**config.mk**
```make
export PLATFORM = sky130hd
export DESIGN_NAME = adder_share_arb
export DESIGN_NICKNAME = d
export VERILOG_FILES = /design/src/rtl/adder_share_arb.sv
export SDC_FILE = /design/constraint.sdc
export NUM_CORES = 1
export LEC_CHECK = 0
export BUFFER_PORTS_ARGS = -buffer_cell sky130_fd_sc_hd__buf_2
export CAP_MARGIN = 10
export CORE_AREA = 2 2 470 472
export CTS_CLUSTER_SIZE = 28
export DETAILED_ROUTE_END_ITERATION = 8
export DIE_AREA = 0 0 472 474
export SYNTH_ARGS = -nofsm -noshare
export SYNTH_HDL_FRONTEND = slang
export SYNTH_SLANG_ARGS = --single-unit
```
**constraint.sdc**
```tcl
create_clock -name clk -period 6.2 [get_ports clk]
set_input_delay 0.31 -clock clk [delete_from_list [all_inputs] [get_ports clk]]
set_output_delay 0.31 -clock clk [all_outputs]
set_load 0.1 [all_outputs]
```
**src/rtl/adder_share_arb.sv**
```systemverilog
// adder_share_arb: round-robin sharing of one fixed-latency wide adder among NUM_REQ requesters,
// with a requester tag pipeline that returns each sum in acceptance order.
module adder_share_arb #(
    parameter int NUM_REQ = 4,
    parameter int DATA_W = 96,
    parameter int ADD_LATENCY = 3,
    parameter int CNT_W = 32
) (
    input  logic                              clk,
    input  logic                              rst,
    input  logic [NUM_REQ-1:0]                req_valid,
    output logic [NUM_REQ-1:0]                req_ready,
    input  logic [NUM_REQ*DATA_W-1:0]         req_a,
    input  logic [NUM_REQ*DATA_W-1:0]         req_b,
    input  logic                              pause,
    output logic [DATA_W-1:0]                 add_dina,
    output logic [DATA_W-1:0]                 add_dinb,
    input  logic [DATA_W:0]                   add_dout,
    output logic                              rsp_valid,
    output logic [$clog2(NUM_REQ)-1:0]        rsp_id,
    output logic [DATA_W:0]                   rsp_data,
    output logic [$clog2(ADD_LATENCY+2):0]    inflight,
    output logic                              idle,
    output logic [CNT_W-1:0]                  issue_count
);
    localparam int IW = $clog2(NUM_REQ);
    localparam int D = ADD_LATENCY + 1;
    localparam int FW = $clog2(ADD_LATENCY+2) + 1;
    logic [IW-1:0] ptr, gid, idx;
    logic hit, xfer;
    logic [D-1:0] tag_v;
    logic [IW-1:0] tag_id [D];
    // Scan downward so the last hit written is the nearest valid index at or above ptr.
    always_comb begin
        hit = 1'b0;
        gid = '0;
        idx = '0;
        for (int k = NUM_REQ - 1; k >= 0; k--) begin
            idx = IW'((int'(ptr) + k) % NUM_REQ);
            if (req_valid[idx]) begin
                hit = 1'b1;
                gid = idx;
            end
        end
        xfer = hit && !pause && !rst;
        req_ready = xfer ? (NUM_REQ'(1) << gid) : '0;
    end
    always_ff @(posedge clk) begin
        if (rst) begin
            ptr <= '0;
            tag_v <= '0;
            for (int i = 0; i < D; i++) tag_id[i] <= '0;
            add_dina <= '0;
            add_dinb <= '0;
            inflight <= '0;
            issue_count <= '0;
        end else begin
            tag_v <= {tag_v[D-2:0], xfer};
            tag_id[0] <= gid;
            for (int i = 1; i < D; i++) tag_id[i] <= tag_id[i-1];
            add_dina <= xfer ? req_a[gid*DATA_W +: DATA_W] : '0;
            add_dinb <= xfer ? req_b[gid*DATA_W +: DATA_W] : '0;
            if (xfer) ptr <= (gid == IW'(NUM_REQ - 1)) ? '0 : gid + 1'b1;
            inflight <= inflight + {{(FW-1){1'b0}}, xfer} - {{(FW-1){1'b0}}, rsp_valid};
            if (xfer && !(&issue_count)) issue_count <= issue_count + 1'b1;
        end
    end
    assign rsp_valid = tag_v[D-1];
    assign rsp_id = tag_id[D-1];
    assign rsp_data = rsp_valid ? add_dout : '0;
    assign idle = (inflight == '0) && !xfer;
endmodule

```
# ---- Word-level counts from Yosys, hierarchy flattened
# Memory sizes are Yosys's and may differ from the RTL's.
# Index checks and enable logic that the tools add are counted.
dict set report totals {
  regBits 234
  latch_bits 0
  ram_bits 8
  romBits 0
  input_bits 872
  output_inout_bits 333
  wordCells 65
  memories 1
}
dict set report op_classes {
  addsub 7
  multipliers 1
  n_div 0
  magnitude_cmp 4
  n_eq_ne 1
  shifts 3
  n_mux 26
  bitwise_logic 5
  reduce_logical 11
}
# memory words width read_ports rd_ports_with_merged_regs wr line_no
set mem_list {}
lappend mem_list {tag_id 4 2 4 0 4 32} ;# logic [IW-1:0] tag_id [D];
# cell n
set ops {}
lappend ops {{$shiftx A384 B10 Y96} 2}
lappend ops {{$mux W97} 1}
lappend ops {{$add A32 B1 Y32 const B} 1}
lappend ops {{$reduce_and A32 Y1} 1}
lappend ops {{$mux W2} 9}
lappend ops {{$lt A2 B3 Y1 const B} 4}
lappend ops {{$mux W1} 11}
lappend ops {{$bmux W1 S2} 4}
lappend ops {{$add A2 B1 Y2 const B} 2}
lappend ops {{$add A2 B2 Y2 const B} 2}
lappend ops {{$add A4 B1 Y4} 1}
lappend ops {{$logic_and A1 B1 Y1} 4}
lappend ops {{$logic_not A1 Y1} 4}
lappend ops {{$logic_not A4 Y1} 1}
lappend ops {{$mul A2 B2 Y4 const B} 1}
lappend ops {{$mux W4} 1}
lappend ops {{$or A1 B1 Y1} 4}
lappend ops {{$shl A1 B2 Y4 const A} 1}
lappend ops {{$sub A4 B1 Y4} 1}
lappend ops {{$eq A2 B2 Y1 const B} 1}
lappend ops {{$reduce_or A2 Y1} 1}
lappend ops {{$not A1 Y1} 1}

# ---- Longest topological paths before layout
dict set report logic_depth {
  depth_word 11
  ltp_mapped 11
  mapped_depth_nobuf 10
}

# ---- Worst setup path before layout
# Ideal clock, no wire load.
dict set report synth_timing {
  kind {input-to-output}
  from {input port req_valid[1]}
  to {output port idle}
  arrival_time_ns 4.084
  t_required_ns 5.890
  path_slack_ns 1.806
  path_stages 3
  path_buffers 0
  path_cell_list {nor4_1 -> nor2_1 -> nor4b_1}
}
dict set report synth_via {
  elab_chain_cells 10
  word_cells_on_any_way 16
  cone_classes {mux (12); reduce/logical (4)}
}
# item line_no
set synth_rtl {}
lappend synth_rtl {{start, declared} 11} ;# input logic [NUM_REQ-1:0] req_valid,
lappend synth_rtl {{$bmux W1 S2} 40} ;# if (req_valid[idx]) begin
lappend synth_rtl {{$mux W1 (implied by the code)} 40}
lappend synth_rtl {{$mux W1 (3 in a row)} 40}
lappend synth_rtl {{$mux W1 (*)} 40}
lappend synth_rtl {{$logic_and A1 B1 Y1 (*) (2 in a row)} 45} ;# xfer = hit && !pause && !rst;
lappend synth_rtl {{$logic_not A1 Y1 (*)} 71} ;# assign idle = (inflight == '0) && !xfer;
lappend synth_rtl {{$logic_and A1 B1 Y1 (*)} 71}
lappend synth_rtl {{end, declared} 23} ;# output logic idle,
# Mark *: on every way between the ends. The rest lies on a longest branch, timed or not. The select of a mux whose other input is x is not followed.

# ---- Worst setup path in the final report
dict set report layout_timing {
  from {register ptr[0]}
  to {register add_dina[70]}
}
dict set report layout_via {
  elab_chain_cells 11
  word_cells_on_any_way 25
  cone_classes {add/sub (3); mul (1); shift (1); mux (16); bitwise (1); reduce/logical (3)}
}
# item line_no
set layout_rtl {}
lappend layout_rtl {{start, declared} 29} ;# logic [IW-1:0] ptr, gid, idx;
lappend layout_rtl {{start signal, assigned} 63} ;# if (xfer) ptr <= (gid == IW'(NUM_REQ - 1)) ? '0 : gid + 1'b1;
lappend layout_rtl {{branches (longest 11 deep; another with $mul A2 B2 Y4)} --}
lappend layout_rtl {{end signal, assigned} 61} ;# add_dina <= xfer ? req_a[gid*DATA_W +: DATA_W] : '0;
lappend layout_rtl {{end, declared} 16} ;# output logic [DATA_W-1:0] add_dina,
# Parallel ways; which one is timed is not known. The select of a mux whose other input is x is not followed.
# A chain may end at the register's enable or synchronous reset.

==> impl_metrics.csv <==
group,metric,value,unit
clock_network,cts_setup_buffers,0,
sta,finalHoldViolations,0,
worst_hold_path,hold_depth,3,
final_layout,multi_input_area,0.00780,mm²
clock_network,clock_sinks,242,
logic_synthesis,synth_top_family_by_area,"simple AND/OR/NAND/NOR gates",
global_routing,grt_overflow,0,
logic_synthesis,synth_top_flop_cell,"dfxtp_1",
setup_path,cp_cell_sequence,"nand2b_1 -> a21o_4 -> nand2_8 -> inv_8 -> buf_4 -> nand2_1 -> a311oi_1 -> dlygate4sd3_1",
final_layout,area_growth_syn_to_layout,109,%
die,die_area,0.224,mm²
die,initial_core_util,6.14,%
route,met2_length,84.7,mm
route,ant_nets,0,
sta,holdWs,0.0560,ns
logic_synthesis,netlist_instances,1716,
logic_synthesis,synth-xor-area-share,0.326,%
global_routing,antenna_found_initial,273,
route,drt_wl_total,176,mm
final_layout,seqCellArea,0.00485,mm²
die,die_w,472,µm
logic_synthesis,synth-simple-area-share,29.8,%
route,vias,21800,
logic_synthesis,synth-seq-cells,242,
power_and_ir_drop,cellPowerDensity,254,mW/mm²
route,drt_iter0_drc,1522,
logic_synthesis,synthesis.area,0.0134,mm²
clock_network,cts_resized,0,
route,top_layer,"met5",
clock_network,path_clk_slew,0.06,ns
setup_path,reg2reg_setup_slack,1.89,ns
final_layout,final_cells,6290,
die,rows,172,
sta,tightestPinTransition,1.12,ns
route,first_pass_iters,6,
global_routing,grtUsageTotal,14.9,%
placement,dp_hpwl,151,mm
placement,port_buffers,1204,
sta,setup_viol,0,
logic_synthesis,ys_types,53,
power_and_ir_drop,leakagePower,12.9,nW
setup_path,worst_setup_path_start_kind,"flip-flop",
route,routedWlPerCell,28.0,µm
setup_path,r2r_start,"ptr[0]",
sta,fin_worst_skew,0.0519,ns
clock_network,cts_buffers,36,
setup_path,worst_setup_path_end_kind,"flip-flop",
route,route.detailed.drc,0,
die,core,0.219,mm²
placement,dpl.cell_count,5625,
sta,fin_crit_sh,69.6,%
global_routing,grt_first_pass_wirelength,213,mm
worst_hold_path,min_path_type,"input port to flip-flop",
job,drv_cap,0,
final_layout,fillers,25400,
logic_synthesis,yosys.area_share.adder,1.08,%
final_layout,drive_above_1_share,41.0,%
logic_synthesis,synth_seq_area_share,36.1,%
worst_hold_path,min-delay-start,"req_a[332]",
route,met3_length,23.4,mm
clock_network,clk_latency,0.64,ns
final_layout,nets,4041,
setup_path,worstRegToRegCells,8,
setup_path,slowest_stage,"buf_4",
outcome,outcome,"complete, no violations",
clock_network,ctsHtreeMaxLevel,2,
clock_network,cts_tree,"done",
route,met1_length,54.1,mm
sta,rsz0062_at_grt,"no",
logic_synthesis,synth.net_count,2599,
sta,slew_headroom,25.0,%
setup_path,critical_path.max_fanout,80,
power_and_ir_drop,power,7.13,mW
worst_hold_path,whs_endpoint,"add_dina[44]",
setup_path,cpPeakStageDelay,0.72,ns
clock_network,root_buffer,"clkbuf_16",
clock_network,clockBufferDepth,3,
route,viasPerCell,3.47,
logic_synthesis,synth_compound_area_share,26.0,%
die,dieHeight,474,µm
setup_path,arrival,4.88,ns
global_routing,grt_max_degree,146,
placement,place_congestion,0.932,
logic_synthesis,synth_mux_area_share,0.606,%
die,ioPinCount,1205,
logic_synthesis,synthArstFlopShare,0,%
logic_synthesis,synth-edff-count,0,
sta,maxSlewViolCount,0,
power_and_ir_drop,max-vdd-ir-drop,0.163,mV
sta,tns,0,ns
setup_path,reg2reg_to,"add_dina[70]",
sta,min_period,4.31,ns
logic_synthesis,avgSynthCellArea,7.83,µm²
setup_path,crit_required,6.76,ns
sta,fmax,232,MHz
logic_synthesis,synth_warnings,0,
global_routing,grt_pass1_vias,20200,
setup_path,path_class,"flip-flop to flip-flop",
-- cell families after synthesis --
logic type	after synthesis
AND/OR/NAND/NOR	803
AO/OA/AOI/OAI	441
flip-flops	242
buffers and inverters	207
adder cells (fa/ha/maj)	11
multiplexers	7
XOR/XNOR	5
-- worst max path at each step --
stage                 start      endpoint  slack (ns)  cells past startpoint
4_1_cts              ptr[0]  add_dinb[63]        1.98                      8
3_5_place_dp   req_valid[1]  add_dinb[63]        2.35                      8
3_3_place_gp   req_valid[1]  add_dinb[57]        2.43                      8
6_report             ptr[0]  add_dina[70]        1.89                      8
5_1_grt              ptr[0]  add_dina[70]        1.71                      8
2_1_floorplan  req_valid[1]          idle        1.81                      3
-- Yosys cell counts (2+ instances only) --
library cell  instances  share of area [%]
nor2b_1              15               0.70
a211oi_1            193                 11
buf_2                27                1.0
inv_1                14               0.39
inv_2                 3              0.084
clkbuf_1            144                4.0
nand4_1               6               0.28
o31ai_1               9               0.50
or3_1                 8               0.37
nor3_1                4               0.15
mux2_2                5               0.42
a31oi_1               4               0.19
dfxtp_1             242                 36
a41oi_1               2               0.13
nand2_2               2              0.093
ha_1                 10               0.93
a311oi_1            195                 13
nand2_1             395                 11
a21o_1                2               0.11
or4_1                11               0.61
a21oi_1              20               0.75
o21ai_0               9               0.34
buf_1                18               0.50
nor4_1                5               0.23
xnor2_1               4               0.26
and3_1              201                9.4
and2_1               98                4.6
nor2_2                2              0.093
nand2b_1              3               0.14
or2_2                 3               0.14
nor2_1               25               0.70
nand3_1              16               0.60
-- placed cells by master, fill, tap and decap left out, types with 9 or more instances in the layout --
master,count
a311oi_1,195
and3_1,201
o21ai_0,9
a21oi_1,20
diode_2,236
buf_4,18
a211oi_1,193
and2_1,98
ha_1,10
inv_1,14
clkbuf_16,36
dlygate4sd3_1,366
or4_1,11
nand3_1,16
dfxtp_1,241
nand2_1,395
nor2_1,25
nor2b_1,15
buf_2,1204
o31ai_1,9
-- routing by layer --
layer	vias up	global-route usage, %
met5	-	0
met4	148	10.6
met3	507	7.71
met2	1563	25.2
met1	10100	13.8
li1	9508	-
-- repair_timing --
item                                   CTS  global route
setup endpoints to repair                0             0
hold buffers                           366             0
endpoints found under the hold margin  191             0
-- state kept, by name, indices dropped and copies added (netlist names) --
signal / flops
tag_v: 4
issue_count: 32
add_dina: 96
tag_id: 8
add_dinb: 96
ptr: 2
inflight: 4
-- area by class of cell --
| type | count | area share (%) |
|---|---|---|
| Clock buffer | 50 | 3.62 |
| Tap cell | 2871 | 12.8 |
| Inverter | 17 | 0.308 |
| Clock inverter | 13 | 0.514 |
| Multi-Input combinational cell | 1267 | 27.8 |
| Antenna cell | 236 | 2.11 |
| Sequential cell | 242 | 17.3 |
| Timing Repair Buffer | 1594 | 35.5 |
-- critical path: cells and delay by family, from the launching register on --
| family | cells | cell delay [ns] |
|---|---|---|
| buffers and inverters | 3 | 1.98 |
| AOI/OAI and AO/OA | 2 | 0.77 |
| and+or+nand+nor | 3 | 0.74 |
| DFF | 1 | 0.41 |
-- power breakdown --
| group | internal (mW) | total [mW] | switching [mW] |
|---|---|---|---|
| sequential | 1.69 | 1.75 | 0.0557 |
| combinational | 0.873 | 3.20 | 2.33 |
| clock | 1.23 | 2.18 | 0.947 |
| total | 3.80 | 7.13 | 3.33 |
-- per-stage QoR --
stage	cell area (µm²)	worst slack (ns)	utilization, %
3_3_place_gp	22600	2.43	10.3
6_report	28000	1.89	12.8
4_1_cts	27400	1.98	12.5
5_1_grt	27900	1.71	12.8
3_5_place_dp	22600	2.35	10.3
2_1_floorplan	13400	1.81	-
Note: power is estimated with default switching activity, not from simulation.
